`src/rtl/accum_timer.sv`:
```
// Timed accumulator: every PRESCALE enabled RUN clocks, add/subtract STEP into Q (wrap or saturate) until Q hits LIMIT.
// Latency: Q, CO and TC update on the step edge (registered); BUSY decodes the registered state.
// No backpressure: EN low freezes prescaler phase and accumulator; LOAD and CLR take effect on the next edge.
module accum_timer #(
    parameter int WIDTH    = 8,
    parameter int PRESCALE = 1,
    parameter int PSW      = 4
) (
    input  logic             CK,
    input  logic             CLR,
    input  logic             START,
    input  logic             EN,
    input  logic             DIR,
    input  logic             SAT,
    input  logic             LOAD,
    input  logic [WIDTH-1:0] LDVAL,
    input  logic [WIDTH-1:0] STEP,
    input  logic [WIDTH-1:0] LIMIT,
    output logic [WIDTH-1:0] Q,
    output logic             CO,
    output logic             TC,
    output logic             BUSY
);

    typedef enum logic [1:0] {
        IDLE = 2'd0,
        RUN  = 2'd1,
        DONE = 2'd2
    } state_t;

    localparam logic [PSW-1:0] PLAST = PSW'(PRESCALE - 1);

    state_t           state;
    state_t           state_nxt;
    logic [PSW-1:0]   psc;
    logic             advance;
    logic             step_cyc;
    logic [WIDTH:0]   sum;
    logic [WIDTH:0]   diff;
    logic             ovf;
    logic [WIDTH-1:0] q_nxt;
    logic             hit;

    // LOAD steals the cycle: no prescaler advance and no step while loading.
    assign advance  = (state == RUN) && EN && !LOAD;
    assign step_cyc = advance && (psc == PLAST);

    assign sum  = {1'b0, Q} + {1'b0, STEP};
    assign diff = {1'b0, Q} - {1'b0, STEP};
    assign ovf  = DIR ? diff[WIDTH] : sum[WIDTH];

    always_comb begin
        q_nxt = DIR ? diff[WIDTH-1:0] : sum[WIDTH-1:0];
        if (ovf && SAT) begin
            q_nxt = DIR ? '0 : '1;
        end
    end

    assign hit = (q_nxt == LIMIT);

    always_ff @(posedge CK) begin
        if (CLR) begin
            state <= IDLE;
        end else begin
            state <= state_nxt;
        end
    end

    always_comb begin
        state_nxt = state;
        case (state)
            IDLE:    if (START) state_nxt = RUN;
            RUN:     if (step_cyc && hit) state_nxt = DONE;
            DONE:    if (START) state_nxt = RUN;
            default: state_nxt = IDLE;
        endcase
    end

    always_comb begin
        BUSY = (state == RUN);
    end

    always_ff @(posedge CK) begin
        if (CLR) begin
            Q   <= '0;
            psc <= '0;
            CO  <= 1'b0;
            TC  <= 1'b0;
        end else begin
            CO <= step_cyc && ovf;
            TC <= step_cyc && hit;
            if (LOAD) begin
                Q   <= LDVAL;
                psc <= '0;
            end else if (advance) begin
                psc <= step_cyc ? '0 : psc + PSW'(1);
                if (step_cyc) begin
                    Q <= q_nxt;
                end
            end
        end
    end

endmodule

```
`config.mk`:
```
export PLATFORM = sky130hd
export DESIGN_NAME = accum_timer
export DESIGN_NICKNAME = d
export VERILOG_FILES = /design/src/rtl/accum_timer.sv
export SDC_FILE = /design/constraint.sdc
export NUM_CORES = 1
export LEC_CHECK = 0
export ABC_CLOCK_PERIOD_IN_PS = 4100
export CORE_MARGIN = 4
export CORE_UTILIZATION = 54
export CTS_CLUSTER_DIAMETER = 200
export DETAILED_ROUTE_END_ITERATION = 7
export PLACE_DENSITY = 0.87
export SYNTH_ARGS = -nofsm -noshare
export SYNTH_HDL_FRONTEND = slang
export SYNTH_SLANG_ARGS = --single-unit
```
`constraint.sdc`:
```
create_clock -name CK -period 4.1 [get_ports CK]
set_input_delay 0.82 -clock CK [delete_from_list [all_inputs] [get_ports CK]]
set_output_delay 0.82 -clock CK [all_outputs]
set_load 0.05 [all_outputs]
```
==> results.yml, run 1 <==
synthesis:
  yosysWarnings: 0
  yosys-top-cells-area: "dfxtp_1 14%, ha_1 9.5%, nor3_1 4.7%, inv_1 3.7%, nor2_1 3.7%"
  ys_seq_area_share_pct: 13.6
  synth_largest_area_cell: "dfxtp_1"
  synth_cell_types: 71
  synth-seq-cells: 16
  synth_fa_ha_area_share_pct: 11.2
  synth_compound_area_share_pct: 28.6
  synth.avg_cell_area_um2: 7.40
  synth_commonest_cells: "23 x inv_1, 23 x nor2_1, 22 x nor3_1, 19 x nand2_1, 18 x ha_1"
  synth.top_cell.area_share_pct: 13.6
  synth-edff-count: 0
  synth.area.mux_share_pct: 2.33
  synth_cells: 319
  synthArstFlopShare_pct: 0
  synth_top_family_by_area: "simple AND/OR/NAND/NOR gates"
  synth_nets: 370
  syn-cell-area_um2: 2360
  synth_xor_area_share_pct: 3.66
  synth_top_flop_cell: "dfxtp_1"
  synthSimpleGateAreaFrac_pct: 32.3
final_layout:
  drive_above_1_share_pct: 11.1
  finalInstanceArea_um2: 2910
  antennaDiodeCount: 0
  nets: 413
  area_delta_synth_final_pct: 23.4
clock_network:
  clock_path_buffers: 2
  htree_levels: 1
  clock-root-buffer: "clkbuf_8"
  clk_latency_ps: 260
  cts_sinks: 16
  cts.clk_slew.worst_paths_ps: 70
  postCtsSetupBuffers: 0
  cts_tree: "done"
  numCtsBuffers: 3
  cts_hold_buf: 0
  cts_resized: 0
sta:
  period_share_pct: 93.0
  tns_ps: 0
  hold_viol_final: 0
  setup_viol: 0
  fin_crit_ps: 3810
  rsz0062_at_grt: "false"
  fmax_mhz: 262
  tightest_slew_ps: 616
  finClkSkew_ps: 4.61
  max_slew_margin_pct: 57.8
  drv_slew: 0
setup_path:
  required_ps: 4280
  crit_path_start_kind: "primary input"
  r2r_cells: 10
  r2r-start: "Q[0]$_SDFFE_PP0P_"
  critPathKind: "primary input to flip-flop"
  endpoint: "TC$_SDFF_PP0_"
  regToRegSetupSlack_ps: 940
  critPathArrivalTime_ps: 3990
  worstSetupEndpointType: "flip-flop"
  critPathLaunch: "STEP[0]"
  reg2reg_to: "TC$_SDFF_PP0_"
  worstPathMaxFanout: 7
die:
  rows: 23
  coreArea_um2: 4120
  fp.dieArea_um2: 5490
  start_util_pct: 57.4
  die_h_um: 74.1
  ios: 42
  die_x_um: 74.1
placed_design:
  placed_cell_area_um2: 2860
  dpl.hpwl_mm: 6.03
  numPortBuffers: 41
  gp_congestion: 1.01
grt:
  gr-usage-met2_pct: 42.9
  grt_most_used_layer: "met2"
  grt_pass1_wl_mm: 12.2
  grt_util_met3_pct: 6.08
  use_met1_pct: 38.7
  grt_pass1_vias: 2540
  grt_overflow_total: 0
  antenna_found_initial: 0
  grt_max_degree: 26
  gr-usage-all-layers_pct: 28.2
power_and_ir_drop:
  static-leakage-power_nw: 1.16
  peakVddDrop_uv: 217
  p_per_area_nw_per_um2: 248
run_status:
  status: "finished clean"
drt:
  ant_nets: 0
  vias: 2766
  drt_iter0_drc: 453
  finalWirelength_mm: 7.51
  drt-wirelength-per-cell_um: 18.3
  drc: 0
  firstDrtPassIters: 5
  post_drt_via_cell_ratio: 6.73
min_path:
  hold_path_class: "flip-flop to flip-flop"
  hp-start: "psc[3]$_SDFFE_PP0P_"
run:
  cap_violations: 0
==> critical path: stages <==
cell	delay, ps
clkdlybuf4s50_1	430
ha_1	220
fa_1	410
nor2b_1	160
o21ai_1	230
o2111a_2	280
or2_1	280
o32ai_1	120
or4_1	400
or4b_1	500
nor4_2	130
==> power breakdown <==
group | switching, mW | internal (mW) | total [mW] | leakage [nW]
registers | 0.00913 | 0.163 | 0.172 | 0.131
logic | 0.234 | 0.171 | 0.405 | 1.00
clock network | 0.0618 | 0.0855 | 0.147 | 0.0288
total | 0.304 | 0.420 | 0.724 | 1.16
==> area by class of cell <==
cell class,instances,area (µm²)
Multi-Input combinational cell,259,1840
Fill cell,327,1200
Timing Repair Buffer,59,546
Sequential cell,16,320
Inverter,23,86.3
Tap cell,50,62.6
Clock buffer,4,55.1
==> state kept, by name, summed over array words and instances, names as in the netlist <==
register  count
TC            1
CO            1
psc           4
state         2
Q             8
==> routing by layer <==
metal  routed length [µm]  part of all wire, %
met5                    0                    0
met4                  265                  3.5
met3                  814                   11
met2                 3300                   44
met1                 3130                   42
==> placed cells by master (no fill, tap or decap), drive strengths merged, types with 11 or more instances in the layout <==
cell / instances
a21oi: 16
buf: 18
clkdlybuf4s50: 41
dfxtp: 16
ha: 18
inv: 23
nand2: 19
nand3: 11
nor2: 23
nor2b: 12
nor3: 22
o21ai: 15
==> worst min-delay path by stage <==
stage,to,slack (ps),depth (start not counted)
after global placement,psc[3]$_SDFFE_PP0P_,510,2
after floorplan,psc[3]$_SDFFE_PP0P_,480,2
after detailed placement,state[1]$_SDFFE_PP0P_,550,2
after CTS,state[1]$_SDFFE_PP0P_,560,2
after global routing,psc[3]$_SDFFE_PP0P_,610,2
final,psc[3]$_SDFFE_PP0P_,570,2
==> per-stage QoR <==
step / setup WS [ps] / hold WS, ps / std cells / utilization, % / power, mW
detailed placement: 62.1 / 548 / 407 / 69.5 / 0.567
CTS: 319 / 562 / 411 / 70.8 / 0.712
finish: 288 / 569 / 411 / 70.8 / 0.724
floorplan: 705 / 480 / 319 / - / 0.442
global route: 110 / 611 / 411 / 70.8 / 0.760
global placement: 175 / 507 / 407 / 69.5 / 0.560
==> cells by family (layout without fill, tap and decap cells) <==
family / Yosys count / after routing
mux: 5 / 5
fa+ha+maj: 20 / 20
buf+inv: 44 / 86
xor+xnor: 9 / 9
flops: 16 / 16
simple gates: 132 / 132
compound gates: 93 / 93
Note: power is estimated with default switching activity, not from simulation.
==> run 2, diff against run 1 <==
- CAP_MARGIN: default -> 20
- CORE_ASPECT_RATIO: default -> 0.5
- SKIP_CTS_REPAIR_TIMING: default -> 1
==> run 2 against run 1 <==
Utilization is 3.4 points higher. Total power is 5.0% higher. Fmax is 5.2% lower. Critical path depth is 3 higher. Flip-flop and latch count stayed put. Sequential share of layout area is 0.32 points lower. Largest cell class unchanged. Die area is 1.2% higher. Worst hold slack worse by 21 ps.
==> results.yml, run 2 (synthesized netlist as in run 1, its figures left out) <==
final_layout:
  final_common_cell: "clkdlybuf4s50_1"
  drive_above_1_share_pct: 13.8
  top_regs: "Q (8), psc (4), state (2)"
  nets: 422
  largest_register_ffs: 8
  finalInstanceArea_um2: 3000
  fillers: 299
  utilization_pct: 74.2
  area_delta_synth_final_pct: 27.1
  antennaDiodeCount: 0
  largest_register: "Q"
  layout_common_cells: "41 x clkdlybuf4s50_1, 27 x buf_4, 23 x inv_1"
setup_path:
  worstPathMaxFanout: 7
  critPathArrivalTime_ps: 4160
  cpMaxStageDelayCell: "clkdlybuf4s50_1"
  crit_path_start_kind: "primary input"
  crit_chain: "clkdlybuf4s50_1 > ha_1 > inv_1 > fa_1 > a211oi_4 > o31a_1 > nand4_2 > buf_4 > or2_1 > mux2_4 > nor4_2 > nand4_1 > buf_4 > o31a_1"
  worstSetupEndpointType: "flip-flop"
  required_ps: 4240
  critPathKind: "primary input to flip-flop"
  cp_top_family: "buffers and inverters"
  critPathBufInv: 4
  max_stage_delay_ps: 480
power_and_ir_drop:
  peakVddDrop_uv: 312
  static-leakage-power_nw: 1.21
  p_per_area_nw_per_um2: 253
die:
  fp.dieArea_um2: 5560
  coreArea_um2: 4040
  die_h_um: 54.8
  die_x_um: 102
  rows: 16
  start_util_pct: 58.4
  ios: 42
grt:
  grt_most_used_layer: "met2"
  antenna_found_initial: 0
  grt_util_met3_pct: 14.4
  grt_pass1_wl_mm: 14.4
  gr-usage-met2_pct: 55.8
  grt_max_degree: 32
  grt_overflow_total: 0
  grt_pass1_vias: 2795
  gr-usage-all-layers_pct: 34.3
  use_met1_pct: 42.3
sta:
  hold_viol_final: 0
  drv_slew: 0
  finClkSkew_ps: 5.83
  period_share_pct: 98.0
  rsz0062_at_grt: "false"
  fin_crit_ps: 4020
  max_slew_margin_pct: 59.2
  setup_viol: 0
  tightest_slew_ps: 596
  fmax_mhz: 249
drt:
  drt-wirelength-per-cell_um: 21.5
  post_drt_via_cell_ratio: 6.79
  drc: 0
  ant_nets: 0
  firstDrtPassIters: 5
  finalWirelength_mm: 9.11
  vias: 2879
  drt_iter0_drc: 299
placed_design:
  numPortBuffers: 41
  dpl.hpwl_mm: 6.82
  gp_congestion: 1.02
  placed_cell_area_um2: 2920
clock_network:
  cts_sinks: 16
  htree_levels: 1
  clock_path_buffers: 2
  numCtsBuffers: 3
  clk_latency_ps: 250
  cts.clk_slew.worst_paths_ps: 70
  cts_tree: "done"
  clock-root-buffer: "clkbuf_8"
min_path:
  hold_path_class: "flip-flop to flip-flop"
run_status:
  status: "finished clean"
run:
  cap_violations: 0
run 2: report_power, final:
| group | internal (mW) | switching, mW |
|---|---|---|
| Clock | 0.0853 | 0.0567 |
| Combinational | 0.186 | 0.259 |
| Sequential | 0.163 | 0.0108 |
run 2: per-layer routing:
| layer | vias to the layer above | wire length, µm |
|---|---|---|
| met3 | 16 | 1320 |
| li1 | 1300 | - |
| met1 | 1374 | 3720 |
| met4 | 0 | 122 |
| met5 | - | 0 |
| met2 | 189 | 3950 |
run 2: path summary, 6_finish.rpt:
kind	startpoint	endpoint	slack, ps	cells after the start
setup / recovery	STEP[0]	state[0]$_SDFFE_PP0P_	80	14
hold / removal	psc[3]$_SDFFE_PP0P_	psc[3]$_SDFFE_PP0P_	550	2
setup reg to reg	Q[0]$_SDFFE_PP0P_	state[0]$_SDFFE_PP0P_	690	14
hold reg to reg	psc[3]$_SDFFE_PP0P_	psc[3]$_SDFFE_PP0P_	550	2
run 2: worst reg2reg max path: cells and delay by family (launching register included):
kind | cells | cell delay (ps)
DFF | 1 | 370
muxes | 1 | 340
and+or+nand+nor | 4 | 790
adders and majority gates | 2 | 590
AOI/OAI and AO/OA | 3 | 710
buffers and inverters | 4 | 500
run 2: stage by stage:
step           total power, mW  instances  TNS, ps  setup WS, ps  hold slack (ps)
6_report                 0.760        424        0          80.7              548
5_1_grt                  0.795        424        0          28.8              591
4_1_cts                  0.738        423        0          63.8              537
3_5_place_dp             0.594        419     -465          -152              513
3_3_place_gp             0.585        419     -123         -53.8              509
2_1_floorplan            0.442        319        0           705              480
run 2: layout make-up:
class	count	area, µm²	share of cell area (%)
multi-input combinational	259	1860	61.9
timing repair buffer	68	613	20.4
sequential	16	320	10.7
inverter	23	86.3	2.88
tap	54	67.6	2.25
clock buffer	4	55.1	1.83
==> run 3, diff against run 2 <==
- SKIP_CTS_REPAIR_TIMING: 1 -> default
==> results of run 3 <==
Final layout, timing and power as in run 2 (identical DEF).
